`src/rtl/alu_serial_seq_pkg.sv`:
```
`default_nettype none
// ---------------------------------------------------------------------------
// alu_pkg : op codes, FSM encoding and default width for alu_serial_seq
// Rev 1.0
// ---------------------------------------------------------------------------
package alu_pkg;

    localparam int ALU_WIDTH = 24;

    localparam logic [3:0] ALU_OP_AND = 4'b0000;
    localparam logic [3:0] ALU_OP_OR  = 4'b0001;
    localparam logic [3:0] ALU_OP_ADD = 4'b0010;
    localparam logic [3:0] ALU_OP_SUB = 4'b0110;
    localparam logic [3:0] ALU_OP_SLT = 4'b0111;
    localparam logic [3:0] ALU_OP_NOR = 4'b1100;

    localparam logic [1:0] ST_IDLE = 2'd0;
    localparam logic [1:0] ST_BUSY = 2'd1;
    localparam logic [1:0] ST_DONE = 2'd2;

endpackage
`default_nettype wire

```
`src/rtl/alu_serial_seq_if.sv`:
```
`default_nettype none
// ---------------------------------------------------------------------------
// alu_serial_seq_if : upstream operand and downstream result handshakes
// Rev 1.0
// ---------------------------------------------------------------------------
interface alu_serial_seq_if #(
    parameter int WIDTH = alu_pkg::ALU_WIDTH
);
    logic             InValid;
    logic             InReady;
    logic [WIDTH-1:0] A;
    logic [WIDTH-1:0] B;
    logic [3:0]       AluOp;
    logic             OutValid;
    logic             OutReady;
    logic [WIDTH-1:0] Result;
    logic             Zero;
    logic             Negative;
    logic             CarryOut;
    logic             Overflow;
    logic             Busy;

    modport slave (
        input  InValid, A, B, AluOp, OutReady,
        output InReady, OutValid, Result, Zero, Negative, CarryOut, Overflow, Busy
    );

    modport master (
        output InValid, A, B, AluOp, OutReady,
        input  InReady, OutValid, Result, Zero, Negative, CarryOut, Overflow, Busy
    );
endinterface
`default_nettype wire

```
`src/rtl/alu_serial_seq_alu_1bit.sv`:
```
`default_nettype none
// ---------------------------------------------------------------------------
// ALU_1bit : single ALU slice (AND / OR / full-add / LESS pass-through)
// Rev 1.0
// ---------------------------------------------------------------------------
module ALU_1bit (
    input  wire logic       a_i,
    input  wire logic       b_i,
    input  wire logic       ainvert_i,
    input  wire logic       binvert_i,
    input  wire logic       carry_i,
    input  wire logic       less_i,
    input  wire logic [1:0] operation_i,
    output logic            result_o,
    output logic            carry_o
);
    logic w_a;
    logic w_b;

    assign w_a     = a_i ^ ainvert_i;
    assign w_b     = b_i ^ binvert_i;
    assign carry_o = (w_a & w_b) | (w_a & carry_i) | (w_b & carry_i);

    always_comb begin
        result_o = 1'b0;
        case (operation_i)
            2'b00:   result_o = w_a & w_b;
            2'b01:   result_o = w_a | w_b;
            2'b10:   result_o = w_a ^ w_b ^ carry_i;
            default: result_o = less_i;
        endcase
    end
endmodule
`default_nettype wire

```
`src/rtl/alu_serial_seq.sv`:
```
`default_nettype none
// ---------------------------------------------------------------------------
// alu_serial_seq : bit-serial ALU stage, one ALU_1bit slice reused LSB first
// Rev 1.0
// ---------------------------------------------------------------------------
module alu_serial_seq
    import alu_pkg::*;
#(
    parameter int WIDTH = ALU_WIDTH,
    parameter int CNT_W = $clog2(WIDTH)
) (
    input  wire logic Clock,
    input  wire logic ResetN,
    alu_serial_seq_if.slave bus
);
    logic [1:0]       state_q, state_d;
    logic [CNT_W-1:0] cnt_q, cnt_d;
    logic             carry_q, carry_d;
    logic [WIDTH-1:0] a_sh_q, a_sh_d;
    logic [WIDTH-1:0] b_sh_q, b_sh_d;
    logic [WIDTH-1:0] r_sh_q, r_sh_d;
    logic [3:0]       op_q, op_d;
    logic [WIDTH-1:0] result_q, result_d;
    logic             zero_q, zero_d;
    logic             neg_q, neg_d;
    logic             cout_q, cout_d;
    logic             ovf_q, ovf_d;

    logic             w_slice_res;
    logic             w_slice_cout;
    logic [1:0]       w_slice_op;
    logic             w_last;
    logic             w_is_slt;
    logic             w_ovf;
    logic             w_less;
    logic [WIDTH-1:0] w_r_next;
    logic [WIDTH-1:0] w_final;

    // SLT runs through the slice as a plain subtract; the fix-up happens at the MSB
    assign w_is_slt   = (op_q[1:0] == 2'b11);
    assign w_slice_op = w_is_slt ? 2'b10 : op_q[1:0];
    assign w_last     = (cnt_q == CNT_W'(WIDTH - 1));
    assign w_r_next   = {w_slice_res, r_sh_q[WIDTH-1:1]};
    assign w_ovf      = carry_q ^ w_slice_cout;
    assign w_less     = w_slice_res ^ w_ovf;
    assign w_final    = w_is_slt ? {{(WIDTH-1){1'b0}}, w_less} : w_r_next;

    ALU_1bit u_slice (
        .a_i         (a_sh_q[0]),
        .b_i         (b_sh_q[0]),
        .ainvert_i   (op_q[3]),
        .binvert_i   (op_q[2]),
        .carry_i     (carry_q),
        .less_i      (1'b0),
        .operation_i (w_slice_op),
        .result_o    (w_slice_res),
        .carry_o     (w_slice_cout)
    );

    always_ff @(posedge Clock or negedge ResetN) begin
        if (!ResetN) begin
            state_q <= ST_IDLE;
        end else begin
            state_q <= state_d;
        end
    end

    always_comb begin
        state_d = state_q;
        case (state_q)
            ST_IDLE: if (bus.InValid)  state_d = ST_BUSY;
            ST_BUSY: if (w_last)       state_d = ST_DONE;
            ST_DONE: if (bus.OutReady) state_d = ST_IDLE;
            default:                   state_d = ST_IDLE;
        endcase
    end

    always_comb begin
        bus.InReady  = (state_q == ST_IDLE);
        bus.OutValid = (state_q == ST_DONE);
        bus.Busy     = (state_q == ST_BUSY);
    end

    always_comb begin
        cnt_d    = cnt_q;
        carry_d  = carry_q;
        a_sh_d   = a_sh_q;
        b_sh_d   = b_sh_q;
        r_sh_d   = r_sh_q;
        op_d     = op_q;
        result_d = result_q;
        zero_d   = zero_q;
        neg_d    = neg_q;
        cout_d   = cout_q;
        ovf_d    = ovf_q;
        if (state_q == ST_IDLE && bus.InValid) begin
            a_sh_d  = bus.A;
            b_sh_d  = bus.B;
            op_d    = bus.AluOp;
            carry_d = bus.AluOp[2];
            cnt_d   = '0;
            r_sh_d  = '0;
        end else if (state_q == ST_BUSY) begin
            a_sh_d  = a_sh_q >> 1;
            b_sh_d  = b_sh_q >> 1;
            r_sh_d  = w_r_next;
            carry_d = w_slice_cout;
            if (w_last) begin
                // carry_q here is the carry into the MSB
                result_d = w_final;
                zero_d   = (w_final == '0);
                neg_d    = w_final[WIDTH-1];
                cout_d   = op_q[1] & w_slice_cout;
                ovf_d    = op_q[1] & w_ovf;
            end else begin
                cnt_d = cnt_q + CNT_W'(1);
            end
        end
    end

    always_ff @(posedge Clock or negedge ResetN) begin
        if (!ResetN) begin
            cnt_q    <= '0;
            carry_q  <= 1'b0;
            a_sh_q   <= '0;
            b_sh_q   <= '0;
            r_sh_q   <= '0;
            op_q     <= '0;
            result_q <= '0;
            zero_q   <= 1'b0;
            neg_q    <= 1'b0;
            cout_q   <= 1'b0;
            ovf_q    <= 1'b0;
        end else begin
            cnt_q    <= cnt_d;
            carry_q  <= carry_d;
            a_sh_q   <= a_sh_d;
            b_sh_q   <= b_sh_d;
            r_sh_q   <= r_sh_d;
            op_q     <= op_d;
            result_q <= result_d;
            zero_q   <= zero_d;
            neg_q    <= neg_d;
            cout_q   <= cout_d;
            ovf_q    <= ovf_d;
        end
    end

    assign bus.Result   = result_q;
    assign bus.Zero     = zero_q;
    assign bus.Negative = neg_q;
    assign bus.CarryOut = cout_q;
    assign bus.Overflow = ovf_q;
endmodule
`default_nettype wire

```
`src/flat_wrapper.sv`:
```
// flat-port wrapper written by rule: the top's interface ports become plain ports
module alu_serial_seq_flat import alu_pkg::*;
#(
    parameter int WIDTH = ALU_WIDTH,
    parameter int CNT_W = $clog2(WIDTH)
)
  (Clock, ResetN, bus_InValid, bus_A, bus_B, bus_AluOp, bus_OutReady, bus_InReady, bus_OutValid, bus_Result, bus_Zero, bus_Negative, bus_CarryOut, bus_Overflow, bus_Busy);
  alu_serial_seq_if #(.WIDTH(WIDTH)) bus_i ();
  input  wire logic Clock;
  input  wire logic ResetN;
  input wire logic [$bits(bus_i.InValid)-1:0] bus_InValid;
  input wire logic [$bits(bus_i.A)-1:0] bus_A;
  input wire logic [$bits(bus_i.B)-1:0] bus_B;
  input wire logic [$bits(bus_i.AluOp)-1:0] bus_AluOp;
  input wire logic [$bits(bus_i.OutReady)-1:0] bus_OutReady;
  output wire logic [$bits(bus_i.InReady)-1:0] bus_InReady;
  output wire logic [$bits(bus_i.OutValid)-1:0] bus_OutValid;
  output wire logic [$bits(bus_i.Result)-1:0] bus_Result;
  output wire logic [$bits(bus_i.Zero)-1:0] bus_Zero;
  output wire logic [$bits(bus_i.Negative)-1:0] bus_Negative;
  output wire logic [$bits(bus_i.CarryOut)-1:0] bus_CarryOut;
  output wire logic [$bits(bus_i.Overflow)-1:0] bus_Overflow;
  output wire logic [$bits(bus_i.Busy)-1:0] bus_Busy;
  assign bus_i.InValid = bus_InValid;
  assign bus_i.A = bus_A;
  assign bus_i.B = bus_B;
  assign bus_i.AluOp = bus_AluOp;
  assign bus_i.OutReady = bus_OutReady;
  assign bus_InReady = bus_i.InReady;
  assign bus_OutValid = bus_i.OutValid;
  assign bus_Result = bus_i.Result;
  assign bus_Zero = bus_i.Zero;
  assign bus_Negative = bus_i.Negative;
  assign bus_CarryOut = bus_i.CarryOut;
  assign bus_Overflow = bus_i.Overflow;
  assign bus_Busy = bus_i.Busy;
  alu_serial_seq #(.WIDTH(WIDTH), .CNT_W(CNT_W)) u_core (.Clock(Clock), .ResetN(ResetN), .bus(bus_i));
endmodule
```
`config.mk`:
```
export PLATFORM = sky130hd
export DESIGN_NAME = alu_serial_seq_flat
export DESIGN_NICKNAME = d
export VERILOG_FILES = /design/src/rtl/alu_serial_seq_pkg.sv /design/src/rtl/alu_serial_seq_if.sv /design/src/rtl/alu_serial_seq_alu_1bit.sv /design/src/rtl/alu_serial_seq.sv /design/src/flat_wrapper.sv
export SDC_FILE = /design/constraint.sdc
export NUM_CORES = 1
export LEC_CHECK = 0
export CORE_MARGIN = 5
export CORE_UTILIZATION = 52
export CTS_CLUSTER_DIAMETER = 80
export CTS_CLUSTER_SIZE = 25
export DETAILED_ROUTE_END_ITERATION = 7
export PLACE_DENSITY = 0.86
export SLEW_MARGIN = 20
export SYNTH_ARGS = -nofsm -noshare
export SYNTH_HDL_FRONTEND = slang
export SYNTH_SLANG_ARGS = --single-unit
```
`constraint.sdc`:
```
create_clock -name Clock -period 2.8 [get_ports Clock]
set_input_delay 0.28 -clock Clock [delete_from_list [all_inputs] [get_ports Clock]]
set_output_delay 0.28 -clock Clock [all_outputs]
set_load 0.01 [all_outputs]
```
==> impl_metrics.py <==
metrics = {
    "placed_design": {
        "io_buffers": 86,
        "gp_congestion": 0.843,
        "dpl-instance-area_um2": 5640,
        "dp_hpwl_um": 7130,
    },
    "final_layout": {
        "area_growth_pct": 24.5,
        "fillCellCount": 713,
        "fin_nets": 636,
        "diodes": 0,
        "mostFrequentLayoutCells": "nand2_1, dfrtp_1, clkdlybuf4s50_1",
        "design_area_um2": 5860,
        "final_common_cell": "nand2_1",
        "multiInputGateArea_um2": 1800,
        "final-seq-area_um2": 2750,
        "drive_gt1_frac": 0.0549,
    },
    "logic_synthesis": {
        "synth_edf_count": 0,
        "ys.flop_type": "dfrtp_1",
        "synthCells": 509,
        "synth-seq-area-share": 0.585,
        "ys_types": 39,
        "synth_fp_nets": 567,
        "async_flop_share": 1.00,
        "synth.top_cell.area_share": 0.585,
        "netlist_area_um2": 4710,
        "ys_ff_latch": 110,
        "avgSynthCellArea_um2": 9.25,
        "yosys_warnings": 0,
        "synth_top_area_cell": "dfrtp_1",
        "netlist_top_cells_area": "dfrtp_1, nand2_1, a22oi_1",
    },
    "timing": {
        "slew_headroom": 0.332,
        "final-max-slew-violation-count": 0,
        "fin_skew_ns": 0.0121,
        "whs_ns": 0.451,
        "min_period_ns": 2.28,
        "tightest_slew_ns": 0.999,
        "setup_violations": 0,
        "setup_tns_ns": 0,
        "rsz0062_at_grt": "false",
        "clock.fmax_mhz": 439,
        "hold_viol": 0,
        "fin_crit_sh": 0.814,
    },
    "floorplanning": {
        "num_io_pins": 87,
        "dieArea_um2": 11100,
        "rows": 34,
        "die_h_um": 105,
        "die_w_um": 105,
        "core_um2": 8760,
        "start_util": 0.537,
    },
    "clocking": {
        "htree_levels": 3,
        "cts-hold-fix-buffers": 1,
        "cts_buffers": 9,
        "clkSinkCount": 110,
        "clock_latency_ns": 0.36,
        "cts_setup_buffers": 0,
        "clockRootBuffer": "clkbuf_8",
        "cts_tree": "done",
        "path_clk_slew_ns": 0.11,
        "cts_max_path_buffers": 2,
        "cts.repair.resized": 0,
    },
    "worst_setup_path": {
        "critPathLaunchType": "register",
        "end_kind": "primary output",
        "path_max_fanout": 25,
        "cp_data_arrival_time_ns": 2.00,
        "critPathKind": "reg -> out",
        "cp.required_ns": 2.52,
    },
    "grt": {
        "grt-ovfl-total": 0,
        "grt_pass1_wl_um": 18200,
        "antenna_found_initial": 0,
        "grt_usage": 0.196,
        "grt_pass1_vias": 3853,
        "grt_max_degree": 82,
    },
    "route": {
        "dr.pass1.iters": 5,
        "vias": 3897,
        "vias_per_cell": 5.64,
        "drt-total-wl_um": 10400,
        "wl_per_cell_um": 15.1,
        "drtIter0Drc": 243,
        "ant_nets": 0,
        "drcViolationCount": 0,
    },
    "min_path": {
        "min_path_type": "in -> reg",
    },
    "pwr": {
        "power_density_nw_per_um2": 1060,
        "p_leak_nw": 2.76,
        "ir_worst_vdd_mv": 0.448,
    },
    "run": {
        "drv_cap": 0,
    },
    "outcome": {
        "status": "completed",
    },
}
-- metal layers --
| layer | vias up | track usage | share of wire |
|---|---|---|---|
| met4 | 0 | 0.0749 | 0.022 |
| met3 | 21 | 0.0370 | 0.058 |
| met2 | 129 | 0.313 | 0.48 |
| met1 | 1898 | 0.267 | 0.44 |
| met5 | - | 0 | 0 |
| li1 | 1849 | - | - |
-- through the flow --
step           power, mW  setup WS (ns)   util  cells
6_report            6.19          0.520  0.669    691
5_1_grt             6.67          0.396  0.669    691
4_1_cts             6.23          0.488  0.669    691
3_5_place_dp        5.25          0.621  0.644    674
3_3_place_gp        5.07          0.733  0.644    674
2_1_floorplan       4.33          0.796      -    509
-- Yosys cell counts (2+ instances only) --
cell      count
o211ai_1      2
nor2_2        2
nand2_1     206
o21ai_0      30
nor4_1        4
a22oi_1      47
nor2_1        6
nand3_1      28
buf_1         5
dfrtp_1     110
clkbuf_1     19
nand2b_1      2
buf_2        10
inv_2         3
mux2i_1       2
ha_1          2
a21oi_1       2
xnor2_1       2
nand4b_1      2
xor2_1        5
and4b_1       2
-- state kept, by name, summed over array words and instances (netlist names) --
| register | cells |
|---|---|
| u_core.a_sh_q | 24 |
| u_core.b_sh_q | 24 |
| u_core.bus.CarryOut | 1 |
| u_core.bus.Overflow | 1 |
| u_core.bus.Result | 24 |
| u_core.bus.Zero | 1 |
| u_core.carry_q | 1 |
| u_core.cnt_q | 5 |
| u_core.op_q | 4 |
| u_core.r_sh_q | 23 |
| u_core.state_q | 2 |
-- worst paths after layout --
| kind | startpoint | to | slack (ns) | depth (start not counted) |
|---|---|---|---|---|
| max in group asynchronous | ResetN | u_core.b_sh_q[14] | 1.59 | 3 |
| max | u_core.state_q[1] | bus_Busy | 0.52 | 3 |
| max reg2reg | u_core.op_q[2] | u_core.bus.Result[0] | 0.59 | 7 |
| min in group asynchronous | ResetN | u_core.bus.Result[20] | 0.48 | 2 |
| min | bus_AluOp[1] | u_core.op_q[1] | 0.45 | 3 |
| min reg2reg | u_core.bus.Result[7] | u_core.bus.Result[7] | 0.47 | 2 |
-- worst max-delay path, cell delays in order, from the launching register on --
cell and delay [ns]:
dfrtp_1 0.43, nand2b_1 0.18, inv_2 0.38, clkdlybuf4s50_1 0.65
-- report_power, final --
group / switching (mW) / internal (mW)
combinational: 1.37 / 1.08
clock: 0.559 / 0.426
sequential: 0.494 / 2.26
-- kinds of logic (layout without fill, tap and decap cells) --
family / Yosys count / in the layout / share of synthesized area
buf+inv: 39 / 113 / 0.0346
fa+ha+maj: 2 / 2 / 0.00532
flops: 110 / 110 / 0.585
mux: 3 / 3 / 0.00665
compound gates: 87 / 87 / 0.124
xor+xnor: 7 / 7 / 0.0130
simple gates: 261 / 261 / 0.232
-- layout make-up --
cell class	count	share of cell area
Clock buffer	9	0.0211
Tap cell	108	0.0231
Sequential cell	110	0.470
Inverter	4	0.00256
Multi-Input combinational cell	360	0.307
Clock inverter	7	0.0139
Timing Repair Buffer	93	0.162
Power figures use the tool's default switching activity.
